**config.mk**
```make
export PLATFORM = sky130hd
export DESIGN_NAME = ffq_winner_latch_flat
export DESIGN_NICKNAME = d
export VERILOG_FILES = /design/src/rtl/ffq_winner_latch_pkg.sv /design/src/rtl/ffq_winner_latch_if.sv /design/src/rtl/ffq_winner_latch_sync.sv /design/src/rtl/ffq_winner_latch.sv /design/src/flat_wrapper.sv
export SDC_FILE = /design/constraint.sdc
export NUM_CORES = 1
export LEC_CHECK = 0
export BUFFER_PORTS_ARGS = -buffer_cell sky130_fd_sc_hd__clkbuf_2
export CORE_MARGIN = 1
export CORE_UTILIZATION = 28
export DETAILED_ROUTE_END_ITERATION = 6
export GPL_TIMING_DRIVEN = 0
export HOLD_SLACK_MARGIN = 0.08
export PLACE_DENSITY_LB_ADDON = 0.08
export SYNTH_ARGS = -nofsm -noshare
export SYNTH_HDL_FRONTEND = slang
export SYNTH_SLANG_ARGS = --single-unit
```
**constraint.sdc**
```tcl
create_clock -name clk -period 4.3 [get_ports clk]
set_clock_uncertainty 0.2 [all_clocks]
set_input_delay 0.645 -clock clk [delete_from_list [all_inputs] [get_ports clk]]
set_output_delay 0.645 -clock clk [all_outputs]
set_load 0.01 [all_outputs]
```
**src/rtl/ffq_winner_latch_pkg.sv**
```systemverilog
// Shared definitions for the fastest-finger-first winner latch.
package ffq_pkg;

  localparam int CODE_W = 4;
  localparam logic [CODE_W-1:0] NO_PRESS = 4'hF;

  // Round states; the encoding is visible on the debug output.
  typedef enum logic [2:0] {
    ST_DISARMED = 3'd0,
    ST_ARMED    = 3'd1,
    ST_QUALIFY  = 3'd2,
    ST_LOCKED   = 3'd3,
    ST_TIMEOUT  = 3'd4
  } ffq_state_t;

  // True in the states where the round is open and watching for a press.
  function automatic logic is_armed_state(input ffq_state_t s);
    return (s == ST_ARMED) || (s == ST_QUALIFY);
  endfunction

  // True in the states where a winner is held.
  function automatic logic is_winner_state(input ffq_state_t s);
    return (s == ST_LOCKED) || (s == ST_TIMEOUT);
  endfunction

endpackage

```
**src/rtl/ffq_winner_latch_if.sv**
```systemverilog
// Quizmaster/encoder inputs and display outputs of the winner latch.
interface ffq_winner_latch_if;
  import ffq_pkg::*;

  logic [CODE_W-1:0] code_in;
  logic              arm;
  logic              clear;
  logic [CODE_W-1:0] winner_code;
  logic              winner_valid;
  logic              armed;
  logic              buzzer;
  logic              timeout;
  logic              false_start;
  logic [2:0]        state_o;

  modport master (
    output code_in, arm, clear,
    input  winner_code, winner_valid, armed, buzzer, timeout, false_start, state_o
  );

  modport slave (
    input  code_in, arm, clear,
    output winner_code, winner_valid, armed, buzzer, timeout, false_start, state_o
  );

endinterface

```
**src/rtl/ffq_winner_latch_sync.sv**
```systemverilog
// N-bit two-flop synchronizer with a configurable reset value.
module ffq_sync #(
  parameter int         W       = 4,
  parameter logic [W-1:0] RST_VAL = '1
) (
  input  logic         clk,
  input  logic         rst,
  input  logic [W-1:0] d_i,
  output logic [W-1:0] q_o
);

  logic [W-1:0] meta_q;
  logic [W-1:0] sync_q;

  // Two-stage capture of the asynchronous input.
  always_ff @(posedge clk or posedge rst) begin
    if (rst) begin
      meta_q <= RST_VAL;
      sync_q <= RST_VAL;
    end else begin
      meta_q <= d_i;
      sync_q <= meta_q;
    end
  end

  assign q_o = sync_q;

endmodule

```
**src/rtl/ffq_winner_latch.sv**
```systemverilog
// Qualifies the encoder code, latches the first contestant and runs the
// buzzer and answer-time counters until the quizmaster clears the round.
module ffq_winner_latch
  import ffq_pkg::*;
#(
  parameter int DEBOUNCE_CYC = 4,
  parameter int BUZZ_CYC     = 8,
  parameter int ANSWER_CYC   = 32
) (
  input  logic               clk,
  input  logic               rst,
  ffq_winner_latch_if.slave  bus
);

  localparam int QW = $clog2(DEBOUNCE_CYC + 1);
  localparam int BW = $clog2(BUZZ_CYC + 1);
  localparam int AW = $clog2(ANSWER_CYC + 1);
  localparam logic [QW-1:0] DEB_LAST = QW'(DEBOUNCE_CYC - 1);
  localparam logic [BW-1:0] BUZZ_LD  = BW'(BUZZ_CYC);
  localparam logic [AW-1:0] ANS_LD   = AW'(ANSWER_CYC);

  logic [CODE_W-1:0] code_s;

  ffq_state_t        state_q, state_d;
  logic [CODE_W-1:0] cand_q, cand_d;
  logic [QW-1:0]     qcnt_q, qcnt_d;
  logic [BW-1:0]     bcnt_q, bcnt_d;
  logic [AW-1:0]     acnt_q, acnt_d;
  logic [CODE_W-1:0] winner_code_q, winner_code_d;
  logic              buzzer_q, buzzer_d;
  logic              false_start_q, false_start_d;
  logic              armed_q, winner_valid_q, timeout_q;

  ffq_sync #(.W(CODE_W), .RST_VAL(NO_PRESS)) u_sync (
    .clk (clk),
    .rst (rst),
    .d_i (bus.code_in),
    .q_o (code_s)
  );

  // Next-state, counter and output-register computation.
  always_comb begin
    state_d       = state_q;
    cand_d        = cand_q;
    qcnt_d        = qcnt_q;
    bcnt_d        = bcnt_q;
    acnt_d        = acnt_q;
    winner_code_d = winner_code_q;
    buzzer_d      = buzzer_q;
    false_start_d = 1'b0;
    if (bus.clear) begin
      state_d       = ST_DISARMED;
      cand_d        = NO_PRESS;
      qcnt_d        = '0;
      bcnt_d        = '0;
      acnt_d        = '0;
      winner_code_d = NO_PRESS;
      buzzer_d      = 1'b0;
    end else begin
      case (state_q)
        ST_DISARMED: begin
          if (bus.arm && (code_s == NO_PRESS)) begin
            state_d = ST_ARMED;
          end else if (bus.arm) begin
            false_start_d = 1'b1;
          end else begin
            state_d = ST_DISARMED;
          end
        end
        ST_ARMED: begin
          if (code_s != NO_PRESS) begin
            cand_d = code_s;
            if (DEBOUNCE_CYC == 1) begin
              state_d       = ST_LOCKED;
              winner_code_d = code_s;
              buzzer_d      = 1'b1;
              bcnt_d        = BUZZ_LD;
              acnt_d        = ANS_LD;
              qcnt_d        = '0;
            end else begin
              state_d = ST_QUALIFY;
              qcnt_d  = QW'(1);
            end
          end else begin
            state_d = ST_ARMED;
          end
        end
        ST_QUALIFY: begin
          if (code_s == NO_PRESS) begin
            // Glitch or early release: back to waiting.
            state_d = ST_ARMED;
            qcnt_d  = '0;
          end else if (code_s == cand_q) begin
            if (qcnt_q >= DEB_LAST) begin
              state_d       = ST_LOCKED;
              winner_code_d = cand_q;
              buzzer_d      = 1'b1;
              bcnt_d        = BUZZ_LD;
              acnt_d        = ANS_LD;
              qcnt_d        = '0;
            end else begin
              qcnt_d = qcnt_q + QW'(1);
            end
          end else begin
            // A different contestant code: restart qualification on it.
            cand_d = code_s;
            qcnt_d = QW'(1);
          end
        end
        ST_LOCKED: begin
          // Both counters count down and saturate at zero.
          if (bcnt_q > BW'(1)) begin
            bcnt_d   = bcnt_q - BW'(1);
            buzzer_d = 1'b1;
          end else begin
            bcnt_d   = '0;
            buzzer_d = 1'b0;
          end
          if (acnt_q > AW'(1)) begin
            acnt_d = acnt_q - AW'(1);
          end else begin
            acnt_d   = '0;
            buzzer_d = 1'b0;
            state_d  = ST_TIMEOUT;
          end
        end
        ST_TIMEOUT: begin
          state_d  = ST_TIMEOUT;
          buzzer_d = 1'b0;
        end
        default: begin
          state_d       = ST_DISARMED;
          winner_code_d = NO_PRESS;
          buzzer_d      = 1'b0;
        end
      endcase
    end
  end

  // State, counters and registered outputs.
  always_ff @(posedge clk or posedge rst) begin
    if (rst) begin
      state_q        <= ST_DISARMED;
      cand_q         <= NO_PRESS;
      qcnt_q         <= '0;
      bcnt_q         <= '0;
      acnt_q         <= '0;
      winner_code_q  <= NO_PRESS;
      buzzer_q       <= 1'b0;
      false_start_q  <= 1'b0;
      armed_q        <= 1'b0;
      winner_valid_q <= 1'b0;
      timeout_q      <= 1'b0;
    end else begin
      state_q        <= state_d;
      cand_q         <= cand_d;
      qcnt_q         <= qcnt_d;
      bcnt_q         <= bcnt_d;
      acnt_q         <= acnt_d;
      winner_code_q  <= winner_code_d;
      buzzer_q       <= buzzer_d;
      false_start_q  <= false_start_d;
      armed_q        <= is_armed_state(state_d);
      winner_valid_q <= is_winner_state(state_d);
      timeout_q      <= (state_d == ST_TIMEOUT);
    end
  end

  assign bus.winner_code  = winner_code_q;
  assign bus.winner_valid = winner_valid_q;
  assign bus.armed        = armed_q;
  assign bus.buzzer       = buzzer_q;
  assign bus.timeout      = timeout_q;
  assign bus.false_start  = false_start_q;
  assign bus.state_o      = state_q;

endmodule

```
**src/flat_wrapper.sv**
```systemverilog
// flat-port wrapper written by rule: the top's interface ports become plain ports
module ffq_winner_latch_flat import ffq_pkg::*;
#(
  parameter int DEBOUNCE_CYC = 4,
  parameter int BUZZ_CYC     = 8,
  parameter int ANSWER_CYC   = 32
)
  (clk, rst, bus_code_in, bus_arm, bus_clear, bus_winner_code, bus_winner_valid, bus_armed, bus_buzzer, bus_timeout, bus_false_start, bus_state_o);
  ffq_winner_latch_if bus_i ();
  input  logic clk;
  input  logic rst;
  input wire logic [$bits(bus_i.code_in)-1:0] bus_code_in;
  input wire logic [$bits(bus_i.arm)-1:0] bus_arm;
  input wire logic [$bits(bus_i.clear)-1:0] bus_clear;
  output wire logic [$bits(bus_i.winner_code)-1:0] bus_winner_code;
  output wire logic [$bits(bus_i.winner_valid)-1:0] bus_winner_valid;
  output wire logic [$bits(bus_i.armed)-1:0] bus_armed;
  output wire logic [$bits(bus_i.buzzer)-1:0] bus_buzzer;
  output wire logic [$bits(bus_i.timeout)-1:0] bus_timeout;
  output wire logic [$bits(bus_i.false_start)-1:0] bus_false_start;
  output wire logic [$bits(bus_i.state_o)-1:0] bus_state_o;
  assign bus_i.code_in = bus_code_in;
  assign bus_i.arm = bus_arm;
  assign bus_i.clear = bus_clear;
  assign bus_winner_code = bus_i.winner_code;
  assign bus_winner_valid = bus_i.winner_valid;
  assign bus_armed = bus_i.armed;
  assign bus_buzzer = bus_i.buzzer;
  assign bus_timeout = bus_i.timeout;
  assign bus_false_start = bus_i.false_start;
  assign bus_state_o = bus_i.state_o;
  ffq_winner_latch #(.DEBOUNCE_CYC(DEBOUNCE_CYC), .BUZZ_CYC(BUZZ_CYC), .ANSWER_CYC(ANSWER_CYC)) u_core (.clk(clk), .rst(rst), .bus(bus_i));
endmodule
```
# Word level (Yosys, flattened, before mapping)
# Index checks and enable logic that the tools add are counted.
[word_totals]
ff_bits = 37
input_bits = 8
output_inout_bits = 12
word_cells = 98
[op_classes]
n_addsub = 3
magnitude_cmp = 3
eq_ne = 18
mux = 48
n_reduce_logical = 13
[ops]
columns = ["op", "count"]
rows = [
  ["$mux 4", 13],
  ["$mux 3", 12],
  ["$mux 6", 5],
  ["$pmux 4 s2", 3],
  ["$reduce_and 4->1", 4],
  ["$pmux 3 s5", 1],
  ["$eq 3x2->1 const B", 4],
  ["$pmux 6 s2", 1],
  ["$mux 1", 10],
  ["$ne 3x2->1 const B", 3],
  ["$eq 3x1->1 const B", 2],
  ["$eq 3x3->1 const B", 2],
  ["$gt 6x1->1 const B", 1],
  ["$ne 3x3->1 const B", 2],
  ["$pmux 3 s2", 1],
  ["$reduce_bool 3->1", 2],
  ["$sub 6x1->6 const B", 1],
  ["$eq 4x4->1", 1],
  ["$eq 4x4->1 const B", 1],
  ["$gt 4x1->1 const B", 1],
  ["$ne 2x1->1 const B", 2],
  ["$ne 4x4->1 const B", 1],
  ["$reduce_or 4->1", 1],
  ["$sub 4x1->4 const B", 1],
  ["other kinds (9)", 10],
]

# Longest topological paths before layout
[logic_depth]
word_depth = 8
mapped_depth = 6
mapped_depth_nobuf = 6

# Cells and area by module
# Synthesis repeated with hierarchy kept, for this count alone.
[unflattened]
cells_unflattened = 173
area_unflattened_um2 = 1789.2
[modules_own_cells]
columns = ["module", "instances", "cells_each", "area_each_um2", "seq_area_each_um2"]
rows = [
  ["ffq_winner_latch", 1, 164, 1575.3, 735.7],
  ["ffq_sync", 1, 9, 214.0, 210.2],
]

# Worst setup path before layout
# No wires, ideal clock.
[synth_timing]
kind = "flip-flop to flip-flop"
start = "register u_core.qcnt_q[0]"
end = "register u_core.winner_code_q[2], in the netlist u_core.bus.winner_code[2]"
t_arrival_ps = 1618
required_ps = 4016
slack_ps = 2398
path_stages_with_launch = 7
path_buffers = 0
synth_period_minus_slack_ps = 1902
cell_sequence = "dfrtp_1 ha_1 ha_1 a211o_1 nand2_1 o31ai_1 o32a_2"
[synth_via]
elab_chain_cells = 3
[synth_lines]
columns = ["element", "line_no", "rtl"]
rows = [
  ["from (decl)", "ffq_winner_latch.sv:26", "logic [QW-1:0] qcnt_q, qcnt_d;"],
  ["from (signal assigned)", "ffq_winner_latch.sv:157", "qcnt_q <= qcnt_d;"],
  ["$ge 3x2->1", "ffq_winner_latch.sv:94", "if (qcnt_q >= DEB_LAST) begin"],
  ["$ne 3x2->1 (no line)", "--", ""],
  ["$reduce_and 4->1 (no line)", "--", ""],
  ["to (signal assigned)", "ffq_winner_latch.sv:160", "winner_code_q <= winner_code_d;"],
  ["to (decl)", "ffq_winner_latch.sv:29", "logic [CODE_W-1:0] winner_code_q, winner_code_d;"],
]
# Every way passes these cells.
# A chain may end at the register's enable or synchronous reset.

# Final worst setup path
[layout_timing]
start = "register u_core.acnt_q[3]"
end = "register u_core.armed_q, in the netlist u_core.bus.armed"
[layout_via]
elab_chain_cells = 6
elab_cells_between_ends = 7
classes_between = "order compare: 1; eq/ne: 2; mux: 3; reduce/logical: 1"
[layout_lines]
columns = ["element", "line_no", "rtl"]
rows = [
  ["from (decl)", "ffq_winner_latch.sv:28", "logic [AW-1:0] acnt_q, acnt_d;"],
  ["from (signal assigned)", "ffq_winner_latch.sv:159", "acnt_q <= acnt_d;"],
  ["$gt 6x1->1 *", "ffq_winner_latch.sv:119", "if (acnt_q > AW'(1)) begin"],
  ["$mux 3 *", "ffq_winner_latch.sv:119", ""],
  ["$pmux 3 s5 *", "ffq_winner_latch.sv:60", "case (state_q)"],
  ["$mux 3 *", "ffq_winner_latch.sv:51", "if (bus.clear) begin"],
  ["$eq 3x1->1 / $eq 3x2->1 (equally long branches)", "ffq_winner_latch_pkg.sv:18", "return (s == ST_ARMED) || (s == ST_QUALIFY);"],
  ["$logic_or 1x1->1 *", "ffq_winner_latch_pkg.sv:18", ""],
  ["to (signal assigned)", "ffq_winner_latch.sv:163", "armed_q <= is_armed_state(state_d);"],
  ["to (decl)", "ffq_winner_latch.sv:32", "logic armed_q, winner_valid_q, timeout_q;"],
]
# Mark *: on every way between the ends. The rest lies on a longest branch, timed or not.

==> results.json <==
{
  "synth-seq-cells": 37,
  "cp_max_fo": 5,
  "dr.pass1.iters": 6,
  "place.port_buffers": 18,
  "num_vias": 1486,
  "grt_max_degree": 20,
  "slew_headroom_pct": 49.2,
  "htree_num_levels": 2,
  "setup_viol": 0,
  "start_kind": "flip-flop",
  "clk_pin_slew_ns": 0.08,
  "numCtsBuffers": 5,
  "clock-sinks": 37,
  "die_h_um": 84.3,
  "core_area_sq_mm": 0.00646,
  "first_iter_violations": 124,
  "syn_nets": 194,
  "yosys_warnings": 0,
  "arrival_ns": 2.16,
  "synth_area_sq_mm": 0.00190,
  "violations": "design-rule violations",
  "via_per_inst": 5.23,
  "track_usage_pct": 14.3,
  "p_sw_share_pct": 23.6,
  "p_clk_share_pct": 43.0,
  "cts_buffer_depth": 2,
  "worstSetupPathType": "reg -> reg",
  "sequentialPowerShare_pct": 50.5,
  "hold_violations": 0,
  "p_int_mw": 0.550,
  "finalCriticalPeriod_ns": 2.15,
  "worst_slack_ns": 2.15,
  "hold_buffers": 0,
  "routed_wl_um": 4510,
  "grt_antenna_before_repair": 0,
  "yosysSeqAreaShare_pct": 49.8,
  "worstPathRequired_ns": 4.31,
  "synth_edf_count": 0,
  "gp_congestion": 0.784,
  "fin_crit_sh_pct": 50.0,
  "drive_above_1_share_pct": 26.1,
  "initial_core_util_pct": 29.4,
  "layout_common_cells": "nor2_1, dfrtp_1, clkbuf_2, dfstp_2, inv_1",
  "cts_resized": 0,
  "diodes": 0,
  "synth-async-reset-ratio_pct": 100,
  "dpl_worst_slack_ns": 2.19,
  "p_sw_mw": 0.169,
  "grt_pass1_wl_um": 7860,
  "synthDistinctLibCells": 52,
  "first_global_vias": 1556,
  "cts_root_buf": "clkbuf_8",
  "overflow": 0,
  "die_w_um": 84.3,
  "clk_latency_ns": 0.29,
  "ys.flop_type": "dfrtp_1",
  "ant_nets": 0,
  "comb_power_share_pct": 6.5,
  "ios": 20,
  "fin_tns_setup_ns": 0,
  "p_leak_nw": 1.01,
  "hpwl_um": 3310,
  "hp-class": "reg -> reg",
  "drv_slew": 0,
  "mostFrequentLayoutCell": "nor2_1",
  "status": "finished with violations",
  "area_growth_syn_to_layout_pct": 17.3,
  "cts_setup_buffers": 0,
  "critPathCaptureType": "flip-flop",
  "num_rows": 29,
  "tightest_slew_ns": 0.762,
  "nNetsFinal": 220,
  "drv_cap": 0,
  "wl_per_cell_um": 15.9,
  "max_clock_freq_mhz": 465,
  "p_per_area_mw_per_mm2": 323,
  "avgSynthCellArea_sq_um": 10.5,
  "dieArea_sq_mm": 0.00711,
  "postSynthCellCount": 180,
  "cts_tree": "done",
  "grt_setup_unrepaired": "false",
  "drcViolationCount": 1,
  "ir_worst_vdd_uv": 131
}
## stage by stage
step | power [mW] | util (%) | cell area (sq um) | hold slack [ns] | cells
finish | 0.720 | 34.5 | 2230 | 0.157 | 284
global route | 0.757 | 34.5 | 2230 | 0.162 | 284
CTS | 0.736 | 34.5 | 2230 | 0.160 | 284
detailed placement | 0.418 | 32.7 | 2110 | 0.147 | 276
global placement | 0.413 | 32.3 | 2080 | 0.146 | 275
floorplan | 0.399 | - | 1900 | 0.145 | 180
## logic make-up after synthesis
family | count (synthesis) | share of synthesized area (%)
simple gates | 61 | 16.3
compound gates | 46 | 19.6
flops | 37 | 49.8
buf+inv | 17 | 3.82
mux | 7 | 3.69
xor+xnor | 6 | 2.77
fa+ha+maj | 6 | 3.96
## critical path, cell delays in order (launching register included)
cell and delay (ns):
dfrtp_1 0.42, nor3_1 0.60, a311oi_1 0.20, a32oi_1 0.37, mux2i_1 0.27
## flip-flops by register name, indices dropped and copies added, names as in the netlist
name                     flops
u_core.bus.state_o           3
u_core.u_sync.meta_q         4
u_core.bus.winner_valid      1
u_core.u_sync.q_o            4
u_core.bus.timeout           1
u_core.qcnt_q                3
u_core.bcnt_q                4
u_core.bus.false_start       1
u_core.cand_q                4
u_core.bus.armed             1
u_core.bus.buzzer            1
u_core.bus.winner_code       4
u_core.acnt_q                6
## Yosys cell counts, drive strengths merged, types with 5 or more instances
cell | count | area (sq um)
nor2 | 25 | 93.8
dfrtp | 21 | 526
dfstp | 16 | 420
inv | 10 | 37.5
mux2i | 7 | 70.1
ha | 6 | 75.1
nor3 | 6 | 30.0
o21ai | 6 | 30.0
a21oi | 5 | 25.0
clkbuf | 5 | 18.8
nand2 | 5 | 18.8
xnor2 | 5 | 43.8
## layer usage
| layer | routed length [um] | track usage, % | part of all wire, % | up-vias |
|---|---|---|---|---|
| li1 | - | - | - | 720 |
| met1 | 2130 | 19.1 | 47 | 728 |
| met2 | 2160 | 23.2 | 48 | 31 |
| met3 | 161 | 3.34 | 3.6 | 7 |
| met4 | 57 | 4.16 | 1.3 | 0 |
| met5 | 0 | 0 | 0 | - |
## power by group through the flow
stage               combinational [mW]  clock [mW]  sequential [mW]
global placement                0.0440           0            0.369
finish                          0.0470       0.309            0.363
CTS                             0.0485       0.324            0.363
floorplan                       0.0314           0            0.368
detailed placement              0.0483           0            0.369
global route                    0.0543       0.338            0.364
## worst paths after layout
kind | slack, ns | end | startpoint | cells past startpoint
min in group asynchronous | 0.26 | u_core.bus.winner_valid | rst | 2
min | 0.16 | u_core.u_sync.q_o[0] | u_core.u_sync.meta_q[0] | 0
min reg2reg | 0.16 | u_core.u_sync.q_o[0] | u_core.u_sync.meta_q[0] | 0
max in group asynchronous | 3.09 | u_core.acnt_q[0] | rst | 3
max | 2.15 | u_core.bus.armed | u_core.acnt_q[3] | 4
max reg2reg | 2.15 | u_core.bus.armed | u_core.acnt_q[3] | 4
## final cells by class
type	count	area (sq um)
timing repair buffer	19	118
fill	681	4230
clock buffer	5	68.8
multi-input combinational	126	880
buffer	7	35.0
clock inverter	3	45.0
tap	77	96.3
sequential	37	946
inverter	10	37.5
Power figures use the tool's default switching activity.
